[src/rtl/reset_sequencer.sv]
`default_nettype none
// ============================================================================
// Module      : reset_sequencer
// Description : System reset generator for the clk_sys domain. Waits for a
//               synchronised MMCM lock, stretches reset for RST_LEN cycles,
//               then releases N_CH active-high reset channels in ascending
//               order, STAGE_GAP cycles apart. Lock loss or a software
//               request re-arms the sequence.
// Optional    : RESET_SEQ_EVT_CNT_EN - when defined, adds the saturating
//               abort event counter and the evt_cnt output port.
// Ports       : clk_sys     in   system clock
//               rst_sys     in   synchronous active-high reset
//               locked      in   MMCM lock (asynchronous to clk_sys)
//               sw_rst_req  in   software reset request (level, clk_sys)
//               rst_out     out  per-channel reset, active-high, registered
//               all_done    out  every channel released, registered
//               evt_cnt     out  abort event count (optional feature only)
// Revision    : 1.0 - initial release
// ============================================================================
module reset_sequencer #(
    parameter int N_CH             = 4,
    parameter int RST_LEN          = 1000,
    parameter int STAGE_GAP        = 16,
    parameter int LOCK_SYNC_STAGES = 2,
    parameter int EVT_CNT_W        = 8
) (
    input  logic            clk_sys,
    input  logic            rst_sys,
    input  logic            locked,
    input  logic            sw_rst_req,
    output logic [N_CH-1:0] rst_out,
    output logic            all_done
`ifdef RESET_SEQ_EVT_CNT_EN
    ,
    output logic [EVT_CNT_W-1:0] evt_cnt
`endif
);

    // ------------------------------------------------------------------------
    // Derived constants
    // ------------------------------------------------------------------------
    localparam int c_cnt_max = (RST_LEN > STAGE_GAP) ? RST_LEN : STAGE_GAP;
    localparam int c_cnt_w   = $clog2(c_cnt_max + 1);
    localparam int c_ch_w    = $clog2(N_CH + 1);

    localparam logic [c_cnt_w-1:0] c_stretch_last = c_cnt_w'(RST_LEN - 1);
    localparam logic [c_cnt_w-1:0] c_gap_last     = c_cnt_w'(STAGE_GAP - 1);
    localparam logic [c_ch_w-1:0]  c_ch_last      = c_ch_w'(N_CH - 1);

    // ------------------------------------------------------------------------
    // Elaboration-time parameter checks
    // ------------------------------------------------------------------------
    if (N_CH < 1) begin : g_chk_n_ch
        $error("reset_sequencer: N_CH must be >= 1");
    end
    if (RST_LEN < 1) begin : g_chk_rst_len
        $error("reset_sequencer: RST_LEN must be >= 1");
    end
    if (STAGE_GAP < 1) begin : g_chk_stage_gap
        $error("reset_sequencer: STAGE_GAP must be >= 1");
    end
    if (LOCK_SYNC_STAGES < 2) begin : g_chk_sync
        $error("reset_sequencer: LOCK_SYNC_STAGES must be >= 2");
    end
    if (EVT_CNT_W < 1) begin : g_chk_evt_w
        $error("reset_sequencer: EVT_CNT_W must be >= 1");
    end

    // ------------------------------------------------------------------------
    // Lock synchroniser: locked is asynchronous, only the last stage is used.
    // ------------------------------------------------------------------------
    logic [LOCK_SYNC_STAGES-1:0] r_lock_sync;
    logic                        w_locked_s;

    always_ff @(posedge clk_sys) begin
        if (rst_sys) begin
            r_lock_sync <= '0;
        end else begin
            r_lock_sync <= {r_lock_sync[LOCK_SYNC_STAGES-2:0], locked};
        end
    end

    assign w_locked_s = r_lock_sync[LOCK_SYNC_STAGES-1];

    // ------------------------------------------------------------------------
    // Sequencer FSM
    // ------------------------------------------------------------------------
    typedef enum logic [1:0] {
        ST_WAIT_LOCK = 2'd0,
        ST_STRETCH   = 2'd1,
        ST_RELEASE   = 2'd2,
        ST_RUN       = 2'd3
    } state_t;

    state_t             r_state,    w_state_nxt;
    logic [c_cnt_w-1:0] r_cnt,      w_cnt_nxt;
    logic [c_ch_w-1:0]  r_ch,       w_ch_nxt;
    logic [N_CH-1:0]    r_rst_out,  w_rst_out_nxt;
    logic               r_all_done, w_all_done_nxt;
    logic [c_ch_w-1:0]  w_ch_inc;
    logic               w_abort;

    // Abort condition; only acted on outside WAIT_LOCK.
    assign w_abort  = !w_locked_s || sw_rst_req;
    assign w_ch_inc = r_ch + c_ch_w'(1);

    always_ff @(posedge clk_sys) begin
        if (rst_sys) begin
            r_state    <= ST_WAIT_LOCK;
            r_cnt      <= '0;
            r_ch       <= '0;
            r_rst_out  <= '1;
            r_all_done <= 1'b0;
        end else begin
            r_state    <= w_state_nxt;
            r_cnt      <= w_cnt_nxt;
            r_ch       <= w_ch_nxt;
            r_rst_out  <= w_rst_out_nxt;
            r_all_done <= w_all_done_nxt;
        end
    end

    // Releases are a left shift of the reset vector: a zero enters at bit 0
    // and walks upward, so channel i can never drop before channel i-1.
    always_comb begin
        w_state_nxt    = r_state;
        w_cnt_nxt      = r_cnt;
        w_ch_nxt       = r_ch;
        w_rst_out_nxt  = r_rst_out;
        w_all_done_nxt = r_all_done;

        case (r_state)
            ST_WAIT_LOCK: begin
                w_rst_out_nxt  = '1;
                w_all_done_nxt = 1'b0;
                w_cnt_nxt      = '0;
                w_ch_nxt       = '0;
                if (w_locked_s && !sw_rst_req) begin
                    w_state_nxt = ST_STRETCH;
                end
            end

            ST_STRETCH: begin
                if (w_abort) begin
                    w_state_nxt    = ST_WAIT_LOCK;
                    w_rst_out_nxt  = '1;
                    w_all_done_nxt = 1'b0;
                    w_cnt_nxt      = '0;
                    w_ch_nxt       = '0;
                end else if (r_cnt == c_stretch_last) begin
                    w_cnt_nxt     = '0;
                    w_ch_nxt      = '0;
                    w_rst_out_nxt = r_rst_out << 1;
                    if (N_CH == 1) begin
                        // Single channel: its release completes the sequence.
                        w_state_nxt    = ST_RUN;
                        w_all_done_nxt = 1'b1;
                    end else begin
                        w_state_nxt = ST_RELEASE;
                    end
                end else begin
                    w_cnt_nxt = r_cnt + c_cnt_w'(1);
                end
            end

            ST_RELEASE: begin
                if (w_abort) begin
                    w_state_nxt    = ST_WAIT_LOCK;
                    w_rst_out_nxt  = '1;
                    w_all_done_nxt = 1'b0;
                    w_cnt_nxt      = '0;
                    w_ch_nxt       = '0;
                end else if (r_cnt == c_gap_last) begin
                    w_cnt_nxt     = '0;
                    w_ch_nxt      = w_ch_inc;
                    w_rst_out_nxt = r_rst_out << 1;
                    if (w_ch_inc == c_ch_last) begin
                        w_state_nxt    = ST_RUN;
                        w_all_done_nxt = 1'b1;
                    end
                end else begin
                    w_cnt_nxt = r_cnt + c_cnt_w'(1);
                end
            end

            ST_RUN: begin
                if (w_abort) begin
                    w_state_nxt    = ST_WAIT_LOCK;
                    w_rst_out_nxt  = '1;
                    w_all_done_nxt = 1'b0;
                    w_cnt_nxt      = '0;
                    w_ch_nxt       = '0;
                end
            end

            default: begin
                w_state_nxt    = ST_WAIT_LOCK;
                w_rst_out_nxt  = '1;
                w_all_done_nxt = 1'b0;
                w_cnt_nxt      = '0;
                w_ch_nxt       = '0;
            end
        endcase
    end

    assign rst_out  = r_rst_out;
    assign all_done = r_all_done;

    // ------------------------------------------------------------------------
    // Optional abort event counter (saturating, cleared only by rst_sys).
    // Lock loss and software request in the same cycle are one event.
    // ------------------------------------------------------------------------
`ifdef RESET_SEQ_EVT_CNT_EN
    logic [EVT_CNT_W-1:0] r_evt_cnt;
    logic                 w_evt;

    assign w_evt = (r_state != ST_WAIT_LOCK) && w_abort;

    always_ff @(posedge clk_sys) begin
        if (rst_sys) begin
            r_evt_cnt <= '0;
        end else if (w_evt && (r_evt_cnt != '1)) begin
            r_evt_cnt <= r_evt_cnt + EVT_CNT_W'(1);
        end
    end

    assign evt_cnt = r_evt_cnt;
`endif

endmodule
`default_nettype wire
[config.mk]
export PLATFORM = sky130hd
export DESIGN_NAME = reset_sequencer
export DESIGN_NICKNAME = d
export VERILOG_FILES = /design/src/rtl/reset_sequencer.sv
export SDC_FILE = /design/constraint.sdc
export NUM_CORES = 1
export LEC_CHECK = 0
export ABC_CLOCK_PERIOD_IN_PS = 5050
export BUFFER_PORTS_ARGS = -buffer_cell sky130_fd_sc_hd__buf_2
export CAP_MARGIN = 40
export CORE_MARGIN = 3
export CORE_UTILIZATION = 61
export DETAILED_ROUTE_END_ITERATION = 16
export PLACE_DENSITY = 0.81
export REMOVE_ABC_BUFFERS = 1
export SLEW_MARGIN = 0
export SYNTH_ARGS = -nofsm -noshare
export SYNTH_HDL_FRONTEND = slang
export SYNTH_SLANG_ARGS = --single-unit
[constraint.sdc]
create_clock -name clk_sys -period 5.05 [get_ports clk_sys]
set_clock_uncertainty 0.15 [all_clocks]
set_input_delay 1.01 -clock clk_sys [delete_from_list [all_inputs] [get_ports clk_sys]]
set_output_delay 1.01 -clock clk_sys [all_outputs]
set_load 0.005 [all_outputs]
Yosys cells after proc, flatten, opt, wreduce, memory -nomap -nowiden

Cells that the tools add are included.

Memories: 0
Bits in read-only memories: 0
Register bits: 22
Bits of input ports: 4
Memory bits (writable): 0
Latch bits: 0

Reduce and logical (&&, ||, !) cells: 9
Divide/modulo/power cells: 0
$lt $le $gt $ge: 0
Multiplexer cells: 31
Bitwise gates (word level): 0
Eq/ne operators: 12
Multipliers: 0
Shift operators: 0
Add/subtract/negate cells: 2

Operator list:

| kind                    | count |
|---|---|
| $mux W10                | 5 |
| $pmux W10 S4            | 1 |
| $mux W4                 | 5 |
| $pmux W4 S4             | 1 |
| $mux W3                 | 5 |
| $mux W2                 | 7 |
| $pmux W3 S4             | 1 |
| $add A10 B1 Y10 const B | 1 |
| $eq A10 B10 Y1 const B  | 1 |
| $eq A10 B4 Y1 const B   | 1 |
| $ne A3 B3 Y1 const B    | 3 |
| $pmux W2 S4             | 1 |
| $reduce_and A3 Y1       | 2 |
| $reduce_and A5 Y1       | 1 |
| $eq A2 B2 Y1 const B    | 2 |
| $mux W1                 | 4 |
| $ne A2 B2 Y1 const B    | 2 |
| $add A3 B1 Y3 const B   | 1 |
| $eq A3 B2 Y1 const B    | 1 |
| $pmux W1 S3             | 1 |
| $eq A2 B1 Y1 const B    | 1 |
| $logic_not A1 Y1        | 2 |
| $logic_not A2 Y1        | 1 |
| $ne A2 B1 Y1 const B    | 1 |
| 3 further kinds         | 3 |

Logic depth before layout (Yosys ltp)

Gate-level depths: netlist of the first run.

Word-level depth: 6
Gate-level depth with buffers: 8

Worst setup path after synthesis of the first run

OpenSTA, ideal clock, no wires.

Kind: input to register
From: input port sw_rst_req
To: register r_state[1]
Buffers on the path: 0
Stages: 5
Arrival time: 2,074 ps
Path slack: 2,769 ps
Data required time: 4,842 ps
Cell sequence: nor2b_1 > nand2b_1 > or3_1 > nor3b_1 > a211o_1

Word-level cells in the longest chain between the ends: 4
Elaborated cells between the ends (all ways): 12
Those cells by class: eq/ne (5); mux (3); reduce/logical (4)

RTL lines:

| what                               | line | source |
|---|---|---|
| start, declared                    | 30   | `input logic sw_rst_req,` |
| $logic_not A1 Y1                   | 138  | `if (w_locked_s && !sw_rst_req) begin` |
| $logic_and A1 B1 Y1                | 138  |  |
| $ne A2 B2 Y1 (no source line)      | -    |  |
| $reduce_and A5 Y1 (no source line) | -    |  |
| end signal, assigned               | 115  | `r_state <= w_state_nxt;` |
| end, declared                      | 95   | `state_t r_state, w_state_nxt;` |

Parallel ways exist; a longest one is shown, timed or not.
A chain may end at the register's enable or synchronous reset.

Worst setup path in the final report of the first run

From: register r_cnt[4]
To: register r_cnt[0]

Word-level cells in the longest chain between the ends: 4
Elaborated cells between the ends (all ways): 7
Those cells by class: eq/ne (2); mux (5)

RTL lines:

| what                                            | line     | source |
|---|---|---|
| start, declared                                 | 96       | `logic [c_cnt_w-1:0] r_cnt, w_cnt_nxt;` |
| start signal, assigned                          | 116      | `r_cnt <= w_cnt_nxt;` |
| $eq A10 B4 Y1 or $eq A10 B10 Y1 (tied branches) | 173, 150 |  |
| $mux W10, on equally long branches              | 173, 150 |  |
| $mux W10, on equally long branches              | 167, 144 |  |
| $pmux W10 S4 *                                  | 132      | `case (r_state)` |

Mark *: on every way between the ends. The rest lies on a longest branch, timed or not.

==> results of run 1 <==
## power by group through the flow
stage          logic (mW)  clock network (mW)  registers (mW)
2_1_floorplan     0.00544                   0           0.179
3_3_place_gp      0.00827                   0           0.179
3_5_place_dp      0.00844                   0           0.179
4_1_cts           0.00850              0.0986           0.175
5_1_grt           0.00964               0.108           0.175
6_report          0.00851              0.0973           0.175
## Yosys cell counts, drive strengths merged
cell type,count,area (sq um)
a211o,2,17.52
a211oi,1,7.510
a21oi,7,38.79
a31oi,1,6.260
and3,2,12.51
and3b,3,26.28
buf,2,18.77
clkbuf,1,7.510
dfxtp,22,440.4
ha,7,87.58
inv,3,11.26
mux2i,3,30.03
nand2,7,26.28
nand2b,2,12.51
nand3,5,25.02
nand3b,2,15.01
nand4,2,12.51
nor2,17,63.81
nor2b,3,18.77
nor3,3,15.01
nor3b,2,20.02
nor4,1,12.51
o21ai,5,25.02
o221a,1,11.26
o31a,1,8.760
o31ai,1,7.510
or2,1,6.260
or3,3,18.77
or4,2,22.52
or4b,1,10.01
xnor2,5,43.79
xor2,5,43.79
## state kept, by name, summed over array words and instances (netlist names)
| signal | cells |
|---|---|
| r_lock_sync | 2 |
| r_cnt | 10 |
| r_ch | 3 |
| r_state | 2 |
| all_done | 1 |
| rst_out | 4 |
## path summary, 6_finish.rpt
path,cells after the start,endpoint
hold reg to reg,1,r_lock_sync[1]$_SDFF_PP0_
hold / removal,1,r_lock_sync[1]$_SDFF_PP0_
setup reg to reg,5,r_cnt[0]$_SDFFE_PP0N_
setup / recovery,5,r_cnt[0]$_SDFFE_PP0N_
## cells by family after synthesis
group / synth area share
buffers and inverters: 0.03341
AO/OA/AOI/OAI: 0.1091
multiplexers: 0.02673
AND/OR/NAND/NOR: 0.2828
adder cells (fa/ha/maj): 0.07795
flip-flops: 0.3920
XOR/XNOR: 0.07795
## layout by cell type (no fill, tap or decap), types with 2 or more instances in the layout
cell type,netlist,final
a211o_1,2,2
a21oi_1,6,6
and3_1,2,2
and3b_1,3,3
buf_2,0,8
clkbuf_4,1,3
dfxtp_1,22,22
ha_1,7,7
inv_1,3,3
mux2i_1,3,3
nand2_1,7,7
nand2b_1,2,2
nand3_1,5,5
nand3b_1,2,2
nand4_1,2,2
nor2_1,17,17
nor2b_1,3,3
nor3_1,3,3
o21ai_0,2,2
o21ai_1,3,3
or3_1,3,3
or4_4,2,2
xnor2_1,5,5
xor2_1,5,5
## layer usage
layer  GRT usage  share of wire  vias to the layer above
li1            -              -                      455
met1      0.2462           0.50                      421
met2      0.2986           0.45                       14
met3     0.03976          0.030                        5
met4     0.08531          0.020                        0
met5           0              0                        -
## stage by stage
step,utilization,hold slack (ps),power (mW),cells,worst slack (ps)
global placement,0.7244,277.5,0.1873,152,2513
floorplan,-,263.8,0.1843,120,2733
finish,0.7469,306.9,0.2809,156,2475
CTS,0.7469,321.6,0.2822,156,2463
detailed placement,0.7244,287.3,0.1875,152,2417
global route,0.7469,331.5,0.2926,156,2315
## final cells by class
cell class | instances | area [sq um]
Inverter | 3 | 11.26
Sequential cell | 22 | 440.4
Fill cell | 133 | 407.9
Clock buffer | 4 | 36.28
Timing Repair Buffer | 8 | 40.04
Tap cell | 24 | 30.03
Multi-Input combinational cell | 95 | 645.6
==> results by group, run 1 <==
Die
  • Core Box Area: about 0.0016 sq mm
  • Starting density of the core: 0.6972
  • Die span in x: 48.92 microns
  • Die Footprint: 0.002393 sq mm
  • Io pins: 9
  • Vert. Die Dim: 48.92 microns
  • # rows: 14

Clock network
  • Clock Latency Late Sink: roughly 310 ps
  • Post-CTS Hold Buffers: 0
  • Post-CTS Resized: 0
  • H-tree levels: 1
  • CTS clk-pin slew, worst paths: approximately 120 ps
  • CTS Buffer Depth: 2
  • CTS Root Cell: clkbuf_4
  • Clock sink count: 22
  • Post-CTS setup buffers: 0
  • Total CTS buffers: 3
  • TritonCTS clock tree: yes

Final layout
  • # diodes: 0
  • Share of post-route cells with drive strength above 1: 0.1439
  • Layout Nets: approximately 140
  • Layout area overhead: 7.127%
  • Finished Cell Area: 0.001204 sq mm

Drt
  • Via/cell ratio: about 5.7
  • DRC: 0
  • Vias: ~900
  • DR WL/cell: 12.83 microns
  • Starting DRT DRC Count: 22
  • Pre-Repair DR Iteration Count: 4
  • Final WL: 2001 microns
  • Antenna viol nets, final: 0

Logic synthesis
  • Mapped Cells: about 120
  • Sequential share of the synthesized area: 0.3920
  • Synth warn: 0
  • Syn Area/Cell: between 9 and 10 sq um
  • Seq cells post-synth: 22
  • Yosys cell types: 36
  • Mapped Area: 0.001124 sq mm

Worst setup path
  • Crit path top cell by count: or4_4
  • Kind of cell adding the most delay to the critical path: simple AND/OR/NAND/NOR gates
  • Crit path max fanout: 11
  • Launch point of the worst path: r_cnt[4]$_SDFFE_PP0N_
  • Worst path max stage delay: 560 ps
  • Crit path capture type: flop
  • Startpoint types: flop
  • Critical path class: reg -> reg
  • Worst EP required: 5110 ps
  • Data arrival, critical path: around 2600 ps
  • Slowest CP cell: or4_4
  • R2R Setup Slk: 2470 ps
  • Buf/Inv on CP: 0
  • R2R Path Start: r_cnt[4]$_SDFFE_PP0N_
  • Worst path cell trace: or4_4 -> or4_4 -> a21oi_2 -> or3_1 -> nor2_1

Pwr
  • Int Power: 0.2222 mW
  • Pleak: between 0.4 and 0.5 nW
  • Net load switching power: a little under 0.06 mW
  • Power share of the sequential group: 0.623
  • Gate power share: 0.030
  • Clk network pwr share: 0.346
  • Peak VDD IR: 0.0001869 V
  • Sw Share: 0.2090
  • Pwr per Cell Area: 233.4 mW/mm^2

Global route
  • Tot GR Track Use: 0.1892
  • First-pass GRT wire length: 3539 microns
  • Largest net degree at the start of global routing: 13
  • Initial antenna violation count: 0
  • Vias in the first global route: slightly above 800
  • Gr ovfl total: 0

Timing
  • Final setup fails: 0
  • Slew Limit Fails: 0
  • Fin crit share: 0.5100
  • Achievable clock frequency: approximately 390 MHz
  • Pin slew with the least headroom to its limit: 448.6 ps
  • Min Clock Period, post-route: approximately 2600 ps
  • Final setup TNS: 0 ps
  • Final Hold Viols: 0
  • RSZ-0062 raised after global routing: false
  • Worst slew margin: 0.6998

Placement
  • Placer Congestion: 0.8034
  • DP Wirelength: 1553 microns
  • IO buf count: 8
  • Area after DPL: between 0.001 and 0.0015 sq mm

Hold path
  • HP Class: reg -> reg
  • Hold wc startpoint: r_lock_sync[0]$_SDFF_PP0_

Outcome
  • Outcome: complete, no violations

Flow run
  • Max-Cap Viols: 0
Power figures use the tool's default switching activity.
==> run 2, diff against run 1 <==
--- a/config.mk
+++ b/config.mk
@@ -5,13 +5,13 @@
 export SDC_FILE = /design/constraint.sdc
 export NUM_CORES = 1
 export LEC_CHECK = 0
-export ABC_CLOCK_PERIOD_IN_PS = 5050
+export ABC_CLOCK_PERIOD_IN_PS = 2130
 export BUFFER_PORTS_ARGS = -buffer_cell sky130_fd_sc_hd__buf_2
 export CAP_MARGIN = 40
 export CORE_MARGIN = 3
-export CORE_UTILIZATION = 61
+export CORE_UTILIZATION = 52
 export DETAILED_ROUTE_END_ITERATION = 16
-export PLACE_DENSITY = 0.81
+export PLACE_DENSITY = 0.73
 export REMOVE_ABC_BUFFERS = 1
 export SLEW_MARGIN = 0
 export SYNTH_ARGS = -nofsm -noshare
==> constraint.sdc (replaced) <==
create_clock -name clk_sys -period 2.13 [get_ports clk_sys]
set_clock_uncertainty 0.15 [all_clocks]
set_input_delay 0.426 -clock clk_sys [delete_from_list [all_inputs] [get_ports clk_sys]]
set_output_delay 0.426 -clock clk_sys [all_outputs]
set_load 0.005 [all_outputs]
==> results by group, run 2 (synthesis gave the netlist of run 1 again) <==
Timing
  • Final setup TNS: -888.0 ps (-888.0 ps)
  • Worst slew margin: 0.6799 (-0.01989)
  • PnR worst setup slack: -115.7 ps (-2590 ps)
  • Fin crit share: 1.054 (+0.5443)
  • Final Hold Viols: 0 (unchanged)
  • RSZ-0062 raised after global routing: true
  • Min Clock Period, post-route: 2246 ps (-329.7 ps)
  • Final setup fails: 19 (+19)
  • Pin slew with the least headroom to its limit: 478.3 ps (+29.72 ps)
  • Worst Hold Slack: 200.8 ps (-106.1 ps)
  • Achievable clock frequency: 445.3 MHz (+15%)
  • Slew Limit Fails: 0 (unchanged)

Drt
  • Met1 wire length: 1072 microns (+8.1%)
  • Antenna viol nets, final: 0 (unchanged)
  • DRC: 0 (unchanged)
  • Routed wl met3: 88 microns (+44%)
  • Pre-Repair DR Iteration Count: 6 (+2)
  • DR WL/cell: 13.86 microns (+8.1%)
  • Via/cell ratio: 5.483 (-4.4%)
  • Starting DRT DRC Count: 22 (unchanged)
  • Final WL: 2467 microns (+23%)
  • Met2 WL: 1267 microns (+40%)
  • Max layer used: met4
  • Vias: 976 (+9.1%)

Worst setup path
  • Slowest CP cell: or4_4
  • Worst path max stage delay: 540 ps (-20 ps)
  • Worst path cell trace: or4_4 -> or4_4 -> a21oi_4 -> buf_6 -> and3b_1 -> o21ai_1
  • Kind of cell adding the most delay to the critical path: simple AND/OR/NAND/NOR gates
  • Data arrival, critical path: 2270 ps (-360 ps)
  • Startpoint types: flop
  • Crit path capture type: flop
  • Crit path max fanout: 5 (-6)
  • Buf/Inv on CP: 1 (+1)
  • Worst EP required: 2160 ps (-2950 ps)
  • Crit path top cell by count: or4_4
  • Critical path class: reg -> reg

Global route
  • Gr ovfl total: 0 (unchanged)
  • Vias in the first global route: 974 (+19%)
  • First-pass GRT wire length: 4305 microns (+22%)
  • Initial antenna violation count: 0 (unchanged)
  • Tot GR Track Use: 0.2112 (+0.02196)
  • Largest net degree at the start of global routing: 14 (+1)

Final layout
  • Top reg by flops: r_cnt
  • Most frequent cells in the layout: 18 x dfxtp_1, 17 x nor2_1, 15 x buf_4
  • Fillers: 160 (+20%)
  • Layout Nets: 163 (+13%)
  • Share of post-route cells with drive strength above 1: 0.3377 (+0.1938)
  • Layout area overhead: 28.06%
  • # diodes: 0 (unchanged)
  • Most common cell after layout, fill and taps aside: dfxtp_1
  • Largest register FFs: 10 (unchanged)
  • Finished Cell Area: 0.001439 sq mm (+20%)

Clock network
  • Clock Latency Late Sink: 300 ps (about the same)
  • Total CTS buffers: 3 (unchanged)
  • Clock sink count: 22 (unchanged)
  • TritonCTS clock tree: yes
  • CTS Root Cell: clkbuf_4
  • H-tree levels: 1 (unchanged)
  • CTS clk-pin slew, worst paths: 120 ps (about the same)
  • Post-CTS Hold Buffers: 0 (unchanged)
  • CTS Buffer Depth: 2 (unchanged)

Die
  • Die span in x: 52.49 microns (+7.3%)
  • Core Box Area: 0.002002 sq mm (+24%)
  • Vert. Die Dim: 52.49 microns (+7.3%)
  • Io pins: 9 (unchanged)
  • Starting density of the core: 0.5613 (-0.1360)
  • Die Footprint: 0.002755 sq mm (+15%)
  • # rows: 16 (+2)

Placement
  • DP Wirelength: 1662 microns (+7.0%)
  • Worst slack at placement: -59.14 ps (-2476 ps)
  • Placer Congestion: 0.8597 (+7.0%)
  • Area after DPL: 0.001296 sq mm (+11%)
  • IO buf count: 8 (unchanged)

Outcome
  • Outcome: finished, violations left
  • Failing checks: negative setup slack

Flow run
  • Max-Cap Viols: 0 (unchanged)

Pwr
  • Pleak: 0.5808 nW (+26%)
  • Peak VDD IR: 0.0003163 V (+69%)
  • Pwr per Cell Area: 529.2 mW/mm^2 (+130%)

Hold path
  • HP Class: in -> reg
-- run 2: repair_timing --
action / CTS / global route
setup endpoints to repair: 14 / 19
pin swaps: 4 / 5
gates cloned: 0 / 1
buffers inserted: 1 / 3
resized for setup: 10 / 9
-- run 2: final timing paths --
kind | start | end | slack, ps | cells past startpoint
setup / recovery | r_cnt[4]$_SDFFE_PP0N_ | rst_out[1]$_SDFFE_PP1P_ | -120 | 6
hold / removal | locked | r_lock_sync[0]$_SDFF_PP0_ | 200 | 2
setup reg to reg | r_cnt[4]$_SDFFE_PP0N_ | rst_out[1]$_SDFFE_PP1P_ | -120 | 6
hold reg to reg | r_lock_sync[0]$_SDFF_PP0_ | r_lock_sync[1]$_SDFF_PP0_ | 320 | 1
-- run 2: layer usage --
metal	vias up	track usage
li1	488	-
met1	461	0.2509
met2	21	0.3719
met3	6	0.03704
met4	0	0.08085
met5	-	0
-- run 2: through the flow --
step	power (mW)	cells	utilization
after global placement	0.4482	170	0.6475
after floorplan	0.4370	120	-
after global routing	0.7980	178	0.7188
after CTS	0.7660	175	0.6944
final	0.7615	178	0.7188
after detailed placement	0.4489	170	0.6475
-- run 2: power breakdown --
part | switching (mW) | total, mW | internal (mW)
clock | 0.123 | 0.313 | 0.190
combinational | 0.0170 | 0.0339 | 0.0169
sequential | 0.00108 | 0.415 | 0.414
-- run 2: cell type report --
cell class,instances,area [sq um],area share
Tap cell,27,33.78,0.02348
Sequential cell,22,445.4,0.3096
Multi-Input combinational cell,95,698.2,0.4852
Inverter,3,11.26,0.007826
Clock inverter,1,30.03,0.02087
Timing Repair Buffer,27,197.7,0.1374
Clock buffer,3,22.52,0.01565
-- run 2: worst reg2reg max path, stage by stage (launching register included) --
cell,delay (ps)
dfxtp_2,340
or4_4,530
or4_4,540
a21oi_4,220
buf_6,140
and3b_1,150
o21ai_1,50
